==> src/rtl/ntt_stage_sched.sv <==
// Purpose: layer sequencer for a 256-point forward/inverse NTT on an 8-BU array; issues read beats, delays them into write beats.
// Latency: first read beat one cycle after an accepted start; done_o pulses NUM_STAGES*(BEATS+PIPE_LAT)+1 cycles after it.
// Backpressure: none; once started the schedule runs to completion, and start_i outside IDLE is dropped.
//
// Ports:
//   clk_i, rst_i (async, active-low)     clock / reset
//   start_i, is_ntt_i                    start request and direction (1 = forward), sampled in IDLE
//   busy_o, is_ntt_o, stage_o, olen_o    run status, latched direction, current layer and its half-span
//   rd_en_o, rd_beat_o                   read beat strobe / index within the layer
//   wr_en_o, wr_beat_o                   read beat delayed by PIPE_LAT
//   done_o                               single-cycle completion pulse
module ntt_stage_sched #(
  parameter int N          = 256,
  parameter int N_BU       = 8,
  parameter int NUM_STAGES = 7,
  parameter int PIPE_LAT   = 6,
  parameter int BEAT_W     = 4
) (
  input  logic              clk_i,
  input  logic              rst_i,
  input  logic              start_i,
  input  logic              is_ntt_i,
  output logic              busy_o,
  output logic              is_ntt_o,
  output logic [2:0]        stage_o,
  output logic [7:0]        olen_o,
  output logic              rd_en_o,
  output logic [BEAT_W-1:0] rd_beat_o,
  output logic              wr_en_o,
  output logic [BEAT_W-1:0] wr_beat_o,
  output logic              done_o
);

  localparam int BEATS  = N / (2 * N_BU);
  localparam int DCNT_W = (PIPE_LAT > 1) ? $clog2(PIPE_LAT) : 1;

  localparam logic [BEAT_W-1:0] BEAT_LAST  = BEAT_W'(BEATS - 1);
  localparam logic [DCNT_W-1:0] DRAIN_LAST = DCNT_W'(PIPE_LAT - 1);
  localparam logic [2:0]        STAGE_LAST = 3'(NUM_STAGES - 1);

  typedef enum logic [1:0] {IDLE, ISSUE, DRAIN, FINISH} state_t;

  state_t                          state_q, state_d;
  logic [BEAT_W-1:0]               beat_q, beat_d;
  logic [DCNT_W-1:0]               dcnt_q, dcnt_d;
  logic [2:0]                      stage_q, stage_d;
  logic [7:0]                      olen_q, olen_d;
  logic                            is_ntt_q, is_ntt_d;
  logic [PIPE_LAT-1:0]             wen_pipe_q, wen_pipe_d;
  logic [PIPE_LAT-1:0][BEAT_W-1:0] wbeat_pipe_q, wbeat_pipe_d;

  logic rd_en;
  logic done;

  always_comb begin
    state_d  = state_q;
    beat_d   = beat_q;
    dcnt_d   = dcnt_q;
    stage_d  = stage_q;
    olen_d   = olen_q;
    is_ntt_d = is_ntt_q;
    rd_en    = 1'b0;
    done     = 1'b0;
    unique case (state_q)
      IDLE: begin
        if (start_i) begin
          is_ntt_d = is_ntt_i;
          stage_d  = 3'd0;
          beat_d   = '0;
          olen_d   = is_ntt_i ? 8'(N / 2) : 8'd2;
          state_d  = ISSUE;
        end
      end
      ISSUE: begin
        rd_en = 1'b1;
        if (beat_q == BEAT_LAST) begin
          beat_d  = '0;
          dcnt_d  = '0;
          state_d = DRAIN;
        end else begin
          beat_d = beat_q + 1'b1;
        end
      end
      DRAIN: begin
        // Last write beat of the layer leaves the delay line in the final DRAIN cycle.
        if (dcnt_q == DRAIN_LAST) begin
          if (stage_q == STAGE_LAST) begin
            state_d = FINISH;
          end else begin
            stage_d = stage_q + 3'd1;
            // Forward halves the span each layer, inverse doubles it.
            olen_d  = is_ntt_q ? (olen_q >> 1) : (olen_q << 1);
            state_d = ISSUE;
          end
        end else begin
          dcnt_d = dcnt_q + 1'b1;
        end
      end
      FINISH: begin
        done    = 1'b1;
        state_d = IDLE;
      end
      default: state_d = IDLE;
    endcase
  end

  // Delay line shifts unconditionally so in-flight writes always complete.
  always_comb begin
    wen_pipe_d      = wen_pipe_q;
    wbeat_pipe_d    = wbeat_pipe_q;
    wen_pipe_d[0]   = rd_en;
    wbeat_pipe_d[0] = rd_en ? beat_q : '0;
    for (int i = 1; i < PIPE_LAT; i++) begin
      wen_pipe_d[i]   = wen_pipe_q[i-1];
      wbeat_pipe_d[i] = wbeat_pipe_q[i-1];
    end
  end

  always_ff @(posedge clk_i or negedge rst_i) begin
    if (!rst_i) begin
      state_q      <= IDLE;
      beat_q       <= '0;
      dcnt_q       <= '0;
      stage_q      <= 3'd0;
      olen_q       <= 8'd0;
      is_ntt_q     <= 1'b0;
      wen_pipe_q   <= '0;
      wbeat_pipe_q <= '0;
    end else begin
      state_q      <= state_d;
      beat_q       <= beat_d;
      dcnt_q       <= dcnt_d;
      stage_q      <= stage_d;
      olen_q       <= olen_d;
      is_ntt_q     <= is_ntt_d;
      wen_pipe_q   <= wen_pipe_d;
      wbeat_pipe_q <= wbeat_pipe_d;
    end
  end

  assign busy_o    = (state_q != IDLE);
  assign is_ntt_o  = is_ntt_q;
  assign stage_o   = stage_q;
  assign olen_o    = olen_q;
  assign rd_en_o   = rd_en;
  assign rd_beat_o = rd_en ? beat_q : '0;
  assign wr_en_o   = wen_pipe_q[PIPE_LAT-1];
  assign wr_beat_o = wbeat_pipe_q[PIPE_LAT-1];
  assign done_o    = done;

endmodule
==> config.mk <==
export PLATFORM = sky130hd
export DESIGN_NAME = ntt_stage_sched
export DESIGN_NICKNAME = d
export VERILOG_FILES = /design/src/rtl/ntt_stage_sched.sv
export SDC_FILE = /design/constraint.sdc
export NUM_CORES = 1
export LEC_CHECK = 0
export ABC_AREA = 1
export BUFFER_PORTS_ARGS = -buffer_cell sky130_fd_sc_hd__buf_2
export CORE_ASPECT_RATIO = 0.7
export CORE_MARGIN = 2
export CORE_UTILIZATION = 45
export CTS_CLUSTER_SIZE = 10
export DETAILED_ROUTE_END_ITERATION = 6
export PLACE_DENSITY_LB_ADDON = 0.12
export SETUP_SLACK_MARGIN = 0.4
export SLEW_MARGIN = 40
export SYNTH_ARGS = -nofsm -noshare
export SYNTH_HDL_FRONTEND = slang
export SYNTH_SLANG_ARGS = --single-unit
==> constraint.sdc <==
create_clock -name clk_i -period 3.85 [get_ports clk_i]
set_input_delay 0.1925 -clock clk_i [delete_from_list [all_inputs] [get_ports clk_i]]
set_output_delay 0.1925 -clock clk_i [all_outputs]
set_load 0.01 [all_outputs]
==> impl_table.tex <==
\begin{tabular}{lr}
\hline
Metric & Value \\
\hline
\multicolumn{2}{l}{\textbf{Run status}} \\
Status & complete, no violations \\
\multicolumn{2}{l}{\textbf{Critical path}} \\
Kind of end point of the critical path & output pin \\
Critical path, cell by cell & inv\_2 -> nand2\_1 -> nor2\_1 -> buf\_2 \\
Critical Path Start Type & register \\
WS Path Type & register to output pin \\
Arrival time of data at the critical path endpoint & 1420 ps \\
Crit-path max FO & 7 \\
Slowest Stage Delay on Critical Path & around 470 ps \\
Data required time at the worst endpoint & 3660 ps \\
Cell type of the slowest stage on the worst timing path & sky130\_fd\_sc\_hd\_\_dfrtp\_1 \\
\multicolumn{2}{l}{\textbf{Floorplan}} \\
I/O pin count & 28 \\
Area inside the core boundary & 0.00425 mm\^{}2 \\
Die outline height & 59.1 um \\
Overall die area & approximately 0.0049 mm\^{}2 \\
Floorplan die width & 82.7 um \\
Initial core utilization & 45.9\% \\
Row cnt & 20 \\
\multicolumn{2}{l}{\textbf{Hold path}} \\
Path category of the worst min-delay check & primary input to register \\
\multicolumn{2}{l}{\textbf{Pwr}} \\
Clock share of power & between 30\% and 40\% \\
Static leakage & 0.00110 uW \\
Power spent charging and discharging nets & 193 uW \\
Power, Total & between 800 and 900 uW \\
Peak ir drop on the vdd network & 0.199 mV \\
Share of total power consumed by net switching & 22.3\% \\
Cell-internal power & 673 uW \\
Relative contribution of combinational cells to total power & between 1.5 and 2\% \\
Total power divided by cell area & 392 mW/mm\^{}2 \\
Part of the power in registers & 61.9\% \\
\multicolumn{2}{l}{\textbf{CTS}} \\
Root buffer selected by CTS & sky130\_fd\_sc\_hd\_\_clkbuf\_8 \\
Bufs on Longest Clock Path & 2 \\
Total number of clock tree sinks & around 50 \\
Number of buffers created by CTS & 5 \\
Clk pin slew, worst setup/hold paths & 90 ps \\
H-tree depth reported by CTS & 2 \\
Clock tree from TritonCTS & yes \\
Buffers inserted by post-CTS timing repair & 0 \\
Clock insertion delay at the later pin of the skew report & 300 ps \\
\multicolumn{2}{l}{\textbf{Synth}} \\
Post-synthesis net count & 202 \\
Seq/Total Area, Yosys & approximately 65\% \\
Number of warnings reported in the yosys synthesis log & 0 \\
Number of standard cells after synthesis & 193 \\
Per-instance average area after synthesis & 10.1 um\^{}2 \\
Unique cell type count in the Yosys netlist & 21 \\
Synthesis-stage register bit count & 51 \\
Cell area after technology mapping & around 0.0020 mm\^{}2 \\
\multicolumn{2}{l}{\textbf{Layout}} \\
Total of fill cells in the finished design & 401 \\
Layout Area Growth over Synthesis & 13.1\% \\
NumNets Final & 228 \\
Diodes inserted & 0 \\
Total area of multi-input combinational cells & $\sim$560 um\^{}2 \\
Reg area & 0.00128 mm\^{}2 \\
Fraction of layout cells with a size suffix above 1 & about a fifth \\
\multicolumn{2}{l}{\textbf{Detailed routing}} \\
Number of nets still failing antenna checks after routing & 0 \\
Via count normalized by instance count & approximately 4.8 \\
First-iteration detailed-routing DRC count & 74 \\
Wire length per cell & 11.5 um \\
Via count of the routed design & 1331 \\
DRT Pass-1 Iters & 5 \\
Total wire length after detailed routing & between 3000 and 4000 um \\
DR DRC count & 0 \\
\multicolumn{2}{l}{\textbf{STA}} \\
Max transition margin & 59.4\% \\
Final hold vios & 0 \\
Final sum of negative setup slack & 0 ps \\
Fmax & approximately 620 MHz \\
Worst setup skew after layout & 6.75 ps \\
Final count of pins violating max slew & 0 \\
Slew of the pin with the lowest slew margin & approximately 610 ps \\
Minimum period implied by the final worst setup slack & $\sim$1600 ps \\
Unrepaired setup endpoints after global routing & false \\
Final worst-path cycle share & 41.8\% \\
Smallest setup slack after layout & approximately 2200 ps \\
Total of endpoints with negative setup slack in the final report & 0 \\
\multicolumn{2}{l}{\textbf{Global routing}} \\
Overall global routing resource usage & 15.2\% \\
Vias in the first global route & roughly 1200 \\
Number of antenna violations at the first check in global routing & 0 \\
Remaining global-route overflow & 0 \\
Global-route wire length before repair & 5440 um \\
Pin count of the biggest net entering global routing & between 50 and 60 \\
\multicolumn{2}{l}{\textbf{Flow run}} \\
Max cap viols & 0 \\
\multicolumn{2}{l}{\textbf{Place}} \\
Dpl ws & 2280 ps \\
Final GP Congestion & 0.855 \\
Sum of net half-perimeters after detailed placement & $\sim$2200 um \\
\# port buffers & 27 \\
\hline
\end{tabular}
## critical path, delay by kind of cell (launching register included)
kind	cells	cell delay (ps)
AND/OR/NAND/NOR	2	360
flip-flops	1	470
buffers and inverters	2	280
## flip-flops by register name (all words and copies together) (netlist names)
register	flops
olen_o	8
is_ntt_o	1
state_q	2
wr_beat_o	4
beat_q	4
wen_pipe_q	6
dcnt_q	3
wbeat_pipe_d	20
stage_o	3
## power by group through the flow
stage	Combinational [uW]	Sequential, uW	Clock, uW
after floorplan	1.34	546	0
final	14.2	535	316
after global placement	13.7	546	0
after detailed placement	14.2	546	0
after global routing	17.2	535	356
after CTS	15.1	535	331
## final cells by class
| class | instances | share of cell area, % |
|---|---|---|
| repair buffers | 28 | 6.68 |
| inverters | 16 | 2.72 |
| well taps | 55 | 3.11 |
| clock inverters | 3 | 1.30 |
| clock buffers | 5 | 3.11 |
| multi-input cells | 117 | 25.3 |
| flip-flops and latches | 51 | 57.8 |
## synthesized netlist by cell type, drive strengths merged
cell / instances / area [um^2]
xnor2: 1 / 8.76
clkbuf: 1 / 5.00
o21ai: 19 / 95.1
inv: 16 / 60.1
nand3: 5 / 30.0
o21bai: 1 / 11.3
ha: 5 / 62.6
dfrtp: 51 / 1280
a31oi: 2 / 12.5
a21oi: 9 / 45.0
a22o: 1 / 8.76
nor2: 15 / 58.8
buf: 8 / 52.6
nand4: 1 / 6.26
nand2: 58 / 220
## worst paths after layout
check                           startpoint          endpoint  slack [ps]  cells past startpoint
max reg2reg                      dcnt_q[1]        stage_o[2]        2250                      8
min                                start_i          is_ntt_o         140                      2
min reg2reg                wbeat_pipe_d[6]  wbeat_pipe_d[10]         350                      0
min in group asynchronous            rst_i         olen_o[3]         430                      2
max in group asynchronous            rst_i         beat_q[0]        3000                      2
max                             state_q[1]      rd_beat_o[3]        2240                      4
## kinds of logic after synthesis
group                    Yosys count  share of synthesized area, %
AND/OR/NAND/NOR                   79                          16.1
flip-flops                        51                          65.3
AO/OA/AOI/OAI                     32                          8.84
buffers and inverters             25                          6.02
adder cells (fa/ha/maj)            5                          3.20
XOR/XNOR                           1                         0.449
## layout by cell type (no fill, tap or decap), types with 3 or more instances in the layout
cell type,n
sky130_fd_sc_hd__a21oi_1,9
sky130_fd_sc_hd__buf_2,26
sky130_fd_sc_hd__clkbuf_8,5
sky130_fd_sc_hd__dfrtp_1,51
sky130_fd_sc_hd__ha_1,5
sky130_fd_sc_hd__inv_1,14
sky130_fd_sc_hd__nand2_1,57
sky130_fd_sc_hd__nand3_1,4
sky130_fd_sc_hd__nor2_1,14
sky130_fd_sc_hd__o21ai_0,16
sky130_fd_sc_hd__o21ai_1,3
## repair_timing
| item | 4_1_cts | 5_1_grt |
|---|---|---|
| gates resized for setup | 0 | 0 |
| hold buffers | 1 | 0 |
| endpoints found under the hold margin | 51 | 0 |
| endpoints found under the setup margin | 0 | 0 |
## per-layer routing
layer / routed length, um / vias to the layer above / part of all wire, % / GRT usage (%)
met2: 1470 / 30 / 46 / 22.5
met4: 36 / 0 / 1.1 / 7.03
met5: 0 / - / 0 / 0
li1: - / 657 / - / -
met3: 150 / 5 / 4.7 / 4.57
met1: 1520 / 639 / 48 / 20.8
## per-stage QoR
stage,hold WS [ps],instances,area (um^2),util [%]
5_1_grt,124,275,2210,51.9
3_3_place_gp,331,266,2100,49.4
3_5_place_dp,250,266,2100,49.4
6_report,138,275,2210,51.9
4_1_cts,122,275,2210,51.9
2_1_floorplan,-103,193,1950,-
No activity file was read; power rests on OpenSTA's default activity.
